File: config.mk
export PLATFORM = sky130hd
export DESIGN_NAME = rr_arb16
export DESIGN_NICKNAME = d
export VERILOG_FILES = /design/src/rtl/rr_arb16_pkg.sv /design/src/rtl/rr_arb16_rot_prio16x4.sv /design/src/rtl/rr_arb16.sv
export SDC_FILE = /design/constraint.sdc
export NUM_CORES = 1
export LEC_CHECK = 0
export ABC_AREA = 0
export CAP_MARGIN = 20
export CORE_MARGIN = 3
export CORE_UTILIZATION = 60
export DETAILED_ROUTE_END_ITERATION = 16
export PLACE_DENSITY = 0.94
export SLEW_MARGIN = 5
export SYNTH_ARGS = -nofsm -noshare
export SYNTH_HDL_FRONTEND = slang
export SYNTH_HIERARCHICAL = 1
export SYNTH_SLANG_ARGS = --single-unit
File: constraint.sdc
create_clock -name clk -period 15.3 [get_ports clk]
set_clock_uncertainty 0.2 [all_clocks]
set_input_delay 3.825 -clock clk [delete_from_list [all_inputs] [get_ports clk]]
set_output_delay 3.825 -clock clk [all_outputs]
set_load 0.1 [all_outputs]
File: src/rtl/rr_arb16_pkg.sv
// rr_arb16_pkg
//   Shared definitions for the 16-requester round-robin arbiter:
//   requester count, index width, hold-counter width, the FSM state
//   type and a one-hot decode helper.
package rr_arb16_pkg;

    localparam int unsigned NREQ = 16;
    localparam int unsigned IDXW = 4;
    localparam int unsigned HCW  = 8;

    typedef enum logic {
        IDLE  = 1'b0,
        GRANT = 1'b1
    } state_t;

    function automatic logic [NREQ-1:0] onehot(input logic [IDXW-1:0] idx);
        return NREQ'(1) << idx;
    endfunction

endpackage

File: src/rtl/rr_arb16_rot_prio16x4.sv
// rot_prio16x4
//   Combinational rotating-priority search over a 16-bit vector.
//   Returns the first set bit at or after 'start', wrapping modulo 16,
//   optionally skipping the index 'excl'.
// Ports:
//   vec      in  16  candidate vector
//   start    in   4  first index examined
//   excl     in   4  index to ignore when excl_en is high
//   excl_en  in   1  enable for excl
//   idx      out  4  index of the first eligible set bit (0 if none)
//   found    out  1  high when an eligible set bit exists
module rot_prio16x4
    import rr_arb16_pkg::*;
(
    input  logic [NREQ-1:0] vec,
    input  logic [IDXW-1:0] start,
    input  logic [IDXW-1:0] excl,
    input  logic            excl_en,
    output logic [IDXW-1:0] idx,
    output logic            found
);

    logic [IDXW-1:0] pos;

    always_comb begin
        idx   = '0;
        found = 1'b0;
        pos   = '0;
        for (int unsigned i = 0; i < NREQ; i++) begin
            // 4-bit addition wraps naturally modulo 16
            pos = start + IDXW'(i);
            if (!found && vec[pos] && !(excl_en && (pos == excl))) begin
                found = 1'b1;
                idx   = pos;
            end
        end
    end

endmodule

File: src/rtl/rr_arb16.sv
// rr_arb16
//   Round-robin arbiter for one shared resource and 16 requesters.
//   An owner keeps the grant while it requests; after MAX_HOLD
//   consecutive cycles it is preempted if anyone else is waiting
//   (MAX_HOLD = 0 disables preemption). Handover is same-edge.
// Parameters:
//   MAX_HOLD  hold limit in cycles, 0..255, 0 = unlimited
// Ports:
//   clk      in   1  system clock, rising edge
//   rst_n    in   1  asynchronous active-low reset
//   req      in  16  request vector, bit i = requester i
//   gnt      out 16  registered one-hot grant, zero when idle
//   gnt_id   out  4  registered binary index of the owner, 0 when idle
//   gnt_vld  out  1  registered, high while a grant is active
module rr_arb16
    import rr_arb16_pkg::*;
#(
    parameter int unsigned MAX_HOLD = 8
)
(
    input  logic            clk,
    input  logic            rst_n,
    input  logic [NREQ-1:0] req,
    output logic [NREQ-1:0] gnt,
    output logic [IDXW-1:0] gnt_id,
    output logic            gnt_vld
);

    localparam logic [HCW-1:0] HOLD_LIM = HCW'(MAX_HOLD);

    state_t          state, state_nx;
    logic [IDXW-1:0] ptr, ptr_nx;
    logic [HCW-1:0]  hold_cnt, hold_nx;
    logic [IDXW-1:0] id_nx;
    logic [NREQ-1:0] gnt_nx;
    logic            vld_nx;

    logic [IDXW-1:0] s_start;
    logic            s_excl_en;
    logic [IDXW-1:0] s_idx;
    logic            s_found;

    // One search serves every case: from IDLE it starts at ptr; while
    // granting it starts after the owner and skips it. On release the
    // owner's req bit is already 0, so the exclusion is harmless there,
    // and s_found doubles as "some other requester is waiting".
    assign s_start   = (state == GRANT) ? gnt_id + IDXW'(1) : ptr;
    assign s_excl_en = (state == GRANT);

    rot_prio16x4 u_search (
        .vec     (req),
        .start   (s_start),
        .excl    (gnt_id),
        .excl_en (s_excl_en),
        .idx     (s_idx),
        .found   (s_found)
    );

    always_comb begin
        state_nx = state;
        ptr_nx   = ptr;
        hold_nx  = hold_cnt;
        id_nx    = gnt_id;
        unique case (state)
            IDLE: begin
                if (s_found) begin
                    state_nx = GRANT;
                    id_nx    = s_idx;
                    hold_nx  = HCW'(1);
                end
            end
            GRANT: begin
                if (!req[gnt_id]) begin
                    ptr_nx = gnt_id + IDXW'(1);
                    if (s_found) begin
                        id_nx   = s_idx;
                        hold_nx = HCW'(1);
                    end else begin
                        state_nx = IDLE;
                        id_nx    = '0;
                        hold_nx  = '0;
                    end
                end else if ((HOLD_LIM != '0) && (hold_cnt >= HOLD_LIM) && s_found) begin
                    ptr_nx  = gnt_id + IDXW'(1);
                    id_nx   = s_idx;
                    hold_nx = HCW'(1);
                end else if ((HOLD_LIM != '0) && (hold_cnt < HOLD_LIM)) begin
                    hold_nx = hold_cnt + HCW'(1);
                end
            end
            default: begin
                state_nx = IDLE;
            end
        endcase
        gnt_nx = (state_nx == GRANT) ? onehot(id_nx) : '0;
        vld_nx = (state_nx == GRANT);
    end

    always_ff @(posedge clk or negedge rst_n) begin
        if (!rst_n) begin
            state    <= IDLE;
            ptr      <= '0;
            hold_cnt <= '0;
            gnt      <= '0;
            gnt_id   <= '0;
            gnt_vld  <= 1'b0;
        end else begin
            state    <= state_nx;
            ptr      <= ptr_nx;
            hold_cnt <= hold_nx;
            gnt      <= gnt_nx;
            gnt_id   <= id_nx;
            gnt_vld  <= vld_nx;
        end
    end

endmodule

# Word level (Yosys, flattened, before mapping)
# Index checks and enable logic that the tools add are counted.
# W data, S select, Z words.
dict set report word_totals {
  ff_bits 33
  wordCells 227
  out_inout_bits 21
}
dict set report classes {
  mux 84
  add_sub_neg 17
  order_cmp 19
  n_reduce_logical 81
  bitwise_logic 1
  n_eq_ne 19
  shift 1
}
# op n
set op_table {}
lappend op_table {{$mux W4} 23}
lappend op_table {{$lt A4 B5 Y1 const B} 17}
lappend op_table {{$bmux W1 S4} 17}
lappend op_table {{$eq A4 B4 Y1} 16}
lappend op_table {{$logic_and A1 B1 Y1} 48}
lappend op_table {{$mux W1} 36}
lappend op_table {{$add A4 B4 Y4 const B} 8}
lappend op_table {{$mux W8} 4}
lappend op_table {{$logic_not A1 Y1} 31}
lappend op_table {{$add A4 B3 Y4 const B} 4}
lappend op_table {{$mux W16} 1}
lappend op_table {{$pmux W8 S2} 1}
lappend op_table {{$shl A1 B4 Y16 const A} 1}
lappend op_table {{$add A4 B1 Y4 const B} 2}
lappend op_table {{$add A4 B2 Y4 const B} 2}
lappend op_table {{$add A8 B1 Y8 const B} 1}
lappend op_table {{$ge A8 B4 Y1 const B} 1}
lappend op_table {{$lt A8 B4 Y1 const B} 1}
lappend op_table {{$pmux W4 S2} 1}
lappend op_table {{$ne A4 B2 Y1 const B} 1}
lappend op_table {{$reduce_and A2 Y1} 2}
lappend op_table {{$ne A2 B1 Y1 const B} 1}
lappend op_table {{$ne A2 B2 Y1 const B} 1}
lappend op_table {{$pmux W1 S2} 1}
lappend op_table {{$not A1 Y1} 1}

# Longest topological paths before layout
dict set report logic_depth {
  word_depth 73
  depth_mapped 24
  mapped_depth_nobuf 19
}

# Modules after synthesis
# Netlist, hierarchy kept.
# module area_per_inst_um2 cells_each seq_area_each_um2 n_inst
set by_module_without_submodules {}
lappend by_module_without_submodules {rot_prio16x4 2680.1 347 0.0 1}
lappend by_module_without_submodules {rr_arb16 1789.2 175 825.8 1}

# Least setup slack after synthesis
# OpenSTA, ideal clock, no wires.
dict set report synth_path {
  kind {input to register}
  start {in req[3]}
  end {reg gnt[2]}
  setup_time_ns 0.101
  path_buffers 1
  path_stages 14
  slack_ns 7.739
  arrival_ns 7.260
  cell_sequence {mux4_1 > mux4_2 > o21ai_2 > o2bb2ai_2 > or4_4 > or4_4 > o221ai_2 > nor4_1 > or3_1 > inv_1 > a311o_1 > buf_6 > inv_6 > nor4_1}
}
dict set report synth_via {
  word_cells_on_any_way 123
  classes_between {shift: 1; mux: 75; reduce/logical: 47}
}
# element line_no
set synth_lines {}
lappend synth_lines {{start, declared} rr_arb16.sv:23} ;# input logic [NREQ-1:0] req,
lappend synth_lines {{$bmux W1 S4} rr_arb16_rot_prio16x4.sv:32} ;# if (!found && vec[pos] && !(excl_en && (pos == excl))) begin
lappend synth_lines {{$mux W1 (implied by the code)} rr_arb16_rot_prio16x4.sv:32}
lappend synth_lines {{$logic_and A1 B1 Y1} rr_arb16_rot_prio16x4.sv:32}
lappend synth_lines {{$mux W1} rr_arb16_rot_prio16x4.sv:32}
lappend synth_lines {{$logic_not A1 Y1} rr_arb16_rot_prio16x4.sv:32}
lappend synth_lines {{$logic_and A1 B1 Y1 (2 in a row)} rr_arb16_rot_prio16x4.sv:32}
lappend synth_lines {{$mux W1} rr_arb16_rot_prio16x4.sv:32}
lappend synth_lines {{$logic_not A1 Y1} rr_arb16_rot_prio16x4.sv:32}
lappend synth_lines {{[55 not listed]} n/a}
lappend synth_lines {{net s_idx[3]} rr_arb16.sv:40} ;# logic [IDXW-1:0] s_idx;
lappend synth_lines {{$mux W4, on equally long branches} {rr_arb16.sv:75, rr_arb16.sv:83}}
lappend synth_lines {{$mux W4} rr_arb16.sv:73} ;# if (!req[gnt_id]) begin
lappend synth_lines {{$pmux W4 S2 *} rr_arb16.sv:64} ;# unique case (state)
lappend synth_lines {{net id_nx[3]} rr_arb16.sv:34} ;# logic [IDXW-1:0] id_nx;
lappend synth_lines {{$shl A1 B4 Y16 *} rr_arb16_pkg.sv:17} ;# return NREQ'(1) << idx;
lappend synth_lines {{$mux W16 *} rr_arb16.sv:95} ;# gnt_nx = (state_nx == GRANT) ? onehot(id_nx) : '0;
lappend synth_lines {{net gnt_nx[2]} rr_arb16.sv:35} ;# logic [NREQ-1:0] gnt_nx;
lappend synth_lines {{end signal, assigned} rr_arb16.sv:111} ;# gnt <= gnt_nx;
lappend synth_lines {{end, declared} rr_arb16.sv:24} ;# output logic [NREQ-1:0] gnt,
# Mark *: on every way through the listed nets, which the timed path passes. The rest lies on a longest branch. The select of a mux whose other input is x is not followed.
# A chain may end at the register's enable or synchronous reset.

# Final worst setup path
dict set report layout_path {
  start {in req[3]}
  end {reg gnt[10]}
}
dict set report layout_via {
  elab_chain_cells 70
  word_cells_on_any_way 123
  classes_between {shift: 1; mux: 75; reduce/logical: 47}
}
# element line_no
set layout_rtl {}
lappend layout_rtl {{$bmux W1 S4} rr_arb16_rot_prio16x4.sv:32}
lappend layout_rtl {{$mux W1 (implied by the code)} rr_arb16_rot_prio16x4.sv:32}
lappend layout_rtl {{$logic_and A1 B1 Y1} rr_arb16_rot_prio16x4.sv:32}
lappend layout_rtl {{$mux W1} rr_arb16_rot_prio16x4.sv:32}
lappend layout_rtl {{$logic_not A1 Y1} rr_arb16_rot_prio16x4.sv:32}
lappend layout_rtl {{$logic_and A1 B1 Y1 (2 in a row)} rr_arb16_rot_prio16x4.sv:32}
lappend layout_rtl {{$mux W1} rr_arb16_rot_prio16x4.sv:32}
lappend layout_rtl {{$logic_not A1 Y1} rr_arb16_rot_prio16x4.sv:32}
lappend layout_rtl {{[55 not listed]} n/a}
lappend layout_rtl {{net s_found} rr_arb16.sv:41} ;# logic s_found;
lappend layout_rtl {{$logic_and A1 B1 Y1} rr_arb16.sv:83} ;# end else if ((HOLD_LIM != '0) && (hold_cnt >= HOLD_LIM) && s_found) begin
lappend layout_rtl {{$mux W4} rr_arb16.sv:83}
lappend layout_rtl {{$mux W4} rr_arb16.sv:73}
lappend layout_rtl {{$pmux W4 S2 *} rr_arb16.sv:64}
lappend layout_rtl {{net id_nx[0]} rr_arb16.sv:34}
lappend layout_rtl {{$shl A1 B4 Y16 *} rr_arb16_pkg.sv:17}
lappend layout_rtl {{$mux W16 *} rr_arb16.sv:95}
lappend layout_rtl {{net gnt_nx[10]} rr_arb16.sv:35}
# Marked as above.

==> flow_summary.json <==
{
  "grt.busiest_layer": "met2",
  "remaining_drc_errors": 0,
  "yosys_register_bits": 33,
  "ys.flop_type": "dfrtp_1",
  "yosysUniqueCellTypes": 85,
  "coreArea_um2": 7020,
  "firstDrtPassIters": 5,
  "dp_hpwl_um": 10400,
  "cp.required_ps": 15270,
  "dr_total_vias": 4591,
  "portBuffers": 38,
  "synth.most_common_cell": "nand2_1",
  "register_area_um2": 826,
  "synthArstFlopShare": 1.00,
  "layout.nets": 575,
  "min_period_ps": 8450,
  "syn_area_per_cell_um2": 8.56,
  "r2r_slack_ps": 7900,
  "crit_end": "gnt[10]$_DFF_PN0_",
  "overflow": 0,
  "fillers": 544,
  "yosysSeqAreaShare": 0.185,
  "cts_resized": 0,
  "min_path_type": "reg -> reg",
  "use_met2": 0.533,
  "drt-wirelength-per-cell_um": 21.7,
  "grt_pass1_vias": 4384,
  "worstSetupEndpointType": "register",
  "numCtsBuffers": 5,
  "finalHoldViolations": 0,
  "fmax_mhz": 118,
  "hold_depth": 2,
  "postCtsSetupBuffers": 0,
  "drtIter0Drc": 487,
  "cts_tree": "done",
  "status": "complete, no violations",
  "drv_slew": 0,
  "pre_cts_ws_ps": 6670,
  "critPathTopFamily": "multiplexers",
  "fin_crit_sh": 0.552,
  "yosysTopAreaCellShare": 0.185,
  "fin_cells": 643,
  "yosys_warnings": 6,
  "setup_viol": 0,
  "routed_wl_um": 13900,
  "cp.buffers_inverters": 2,
  "global_route.usage.met1": 0.403,
  "gr-usage-all-layers": 0.324,
  "antenna_found_initial": 1,
  "place_congestion": 0.980,
  "chipWidth_um": 92.3,
  "yosys.area.top_type": "dfrtp_1",
  "grt_pass1_wl_um": 22100,
  "crit_start": "req[3]",
  "start_util": 0.637,
  "dieArea_um2": 8520,
  "relSlewSlack": 0.283,
  "worstHoldStart": "hold_cnt[3]$_DFFE_PN0P_",
  "cts_buffer_depth": 2,
  "crit_top_cell": "mux2i_1",
  "synth.area.top_cells": "dfrtp_1 18%, mux4_2 7.6%, mux2_2 5.5%",
  "tightest_slew_ps": 1080,
  "vias_per_cell": 7.14,
  "clk_latency_ps": 280,
  "grt_max_degree": 34,
  "rsz0062_at_grt": "no",
  "row_count": 30,
  "synth_nets": 550,
  "critical-path-max-stage-delay_ps": 610,
  "reg2reg_to": "gnt[10]$_DFF_PN0_",
  "clockRootBuffer": "clkbuf_8",
  "multi_input_area_um2": 3380,
  "cts_hold_buf": 0,
  "top_level_ports": 39,
  "path_cells": "clkdlybuf4s50_1, mux4_1, mux2_2, mux2i_1, o211ai_1, or4_4, nor4_4, nand2_1, inv_1, a31oi_1, mux2i_1, mux2i_1, nor4_1",
  "h-tree-depth": 2,
  "diodes": 0,
  "cts.sinks": 33,
  "arrival_ps": 8420,
  "met3_usage": 0.0755,
  "synthCells": 522,
  "die_h_um": 92.3,
  "area_growth_pct": 10.9,
  "synth_edf_count": 0,
  "synth_common_cells": "42 x nand2_1, 40 x nor2_1, 33 x dfrtp_1",
  "crit_type": "in -> reg",
  "syn_area_um2": 4470,
  "ff2ff_path_depth": 16,
  "crit_cells": 13,
  "r2r_start": "gnt_id[1]$_DFF_PN0_",
  "detail-route-antenna-nets": 0,
  "slowest_stage": "or4_4",
  "setup_ws_ps": 6850,
  "layout-drive-gt1-share": 0.157,
  "fin_setup_tns_ps": 0,
  "cp_max_fo": 13,
  "clk_pin_slew_worst_paths_ps": 60,
  "dp.cells": 636,
  "max_cap_viol_count": 0,
  "cp-start-kind": "input pin"
}
## per-stage QoR
stage	instance area [µm²]	utilization	hold WS [ps]
2_1_floorplan	4470	-	260
3_3_place_gp	4860	0.693	271
3_5_place_dp	4860	0.693	289
4_1_cts	4950	0.706	301
5_1_grt	4950	0.706	337
6_report	4950	0.706	297
## worst reg2reg max path: cells and delay by family, from the launching register on
kind | cells | cell delay [ps]
buffers and inverters | 2 | 590
AND/OR/NAND/NOR | 4 | 1760
adder cells (fa/ha/maj) | 2 | 1280
multiplexers | 6 | 2320
flip-flops | 1 | 780
AO/OA/AOI/OAI | 2 | 350
## flip-flops by register name, indices dropped and copies added, names as in the netlist
name / cells
gnt: 16
hold_cnt: 8
gnt_id: 4
ptr: 4
s_excl_en: 1
## kinds of logic after synthesis
group	share of synthesized area
simple gates	0.253
compound gates	0.213
mux	0.191
buf+inv	0.0616
flops	0.185
xor+xnor	0.0683
fa+ha+maj	0.0280
## area by class of cell
type / count / share of cell area
Sequential cell: 33 / 0.167
Timing Repair Buffer: 48 / 0.0919
Inverter: 21 / 0.0169
Multi-Input combinational cell: 438 / 0.682
Tap cell: 96 / 0.0242
Clock inverter: 1 / 0.00152
Clock buffer: 6 / 0.0167
## layer usage
layer  part of all wire  vias up
li1                   -     2068
met3              0.099       54
met4              0.043        2
met5            0.00093        -
met1               0.39     2193
met2               0.47      274
## layout by cell type, fill, tap and decap left out, types with 6 or more instances in the layout
master / netlist / routed
dfrtp_1: 33 / 33
clkdlybuf4s50_1: 0 / 38
inv_1: 17 / 17
mux4_2: 15 / 15
clkbuf_8: 0 / 6
o21ai_0: 13 / 13
mux2_2: 22 / 22
a31oi_1: 9 / 9
buf_4: 0 / 10
xnor2_1: 18 / 18
o22ai_1: 12 / 12
nor3_1: 24 / 24
o211ai_1: 6 / 6
nand2b_1: 9 / 9
nand4_1: 10 / 10
nand2_1: 42 / 42
and2_1: 7 / 7
xor2_1: 9 / 9
ha_1: 10 / 10
nor4_1: 17 / 17
a21oi_1: 25 / 23
nand3_1: 18 / 18
mux2i_1: 20 / 19
nor2_1: 40 / 40
## how the worst min path moves through the flow
stage	end	slack, ps
detailed placement	hold_cnt[3]$_DFFE_PN0P_	290
CTS	hold_cnt[3]$_DFFE_PN0P_	300
global placement	ptr[1]$_DFFE_PN0P_	270
floorplan	ptr[1]$_DFFE_PN0P_	260
global route	ptr[1]$_DFFE_PN0P_	340
finish	hold_cnt[3]$_DFFE_PN0P_	300
Power is not shown: default switching activity piles up to over one toggle a cycle in this logic, so the estimate is an artifact.
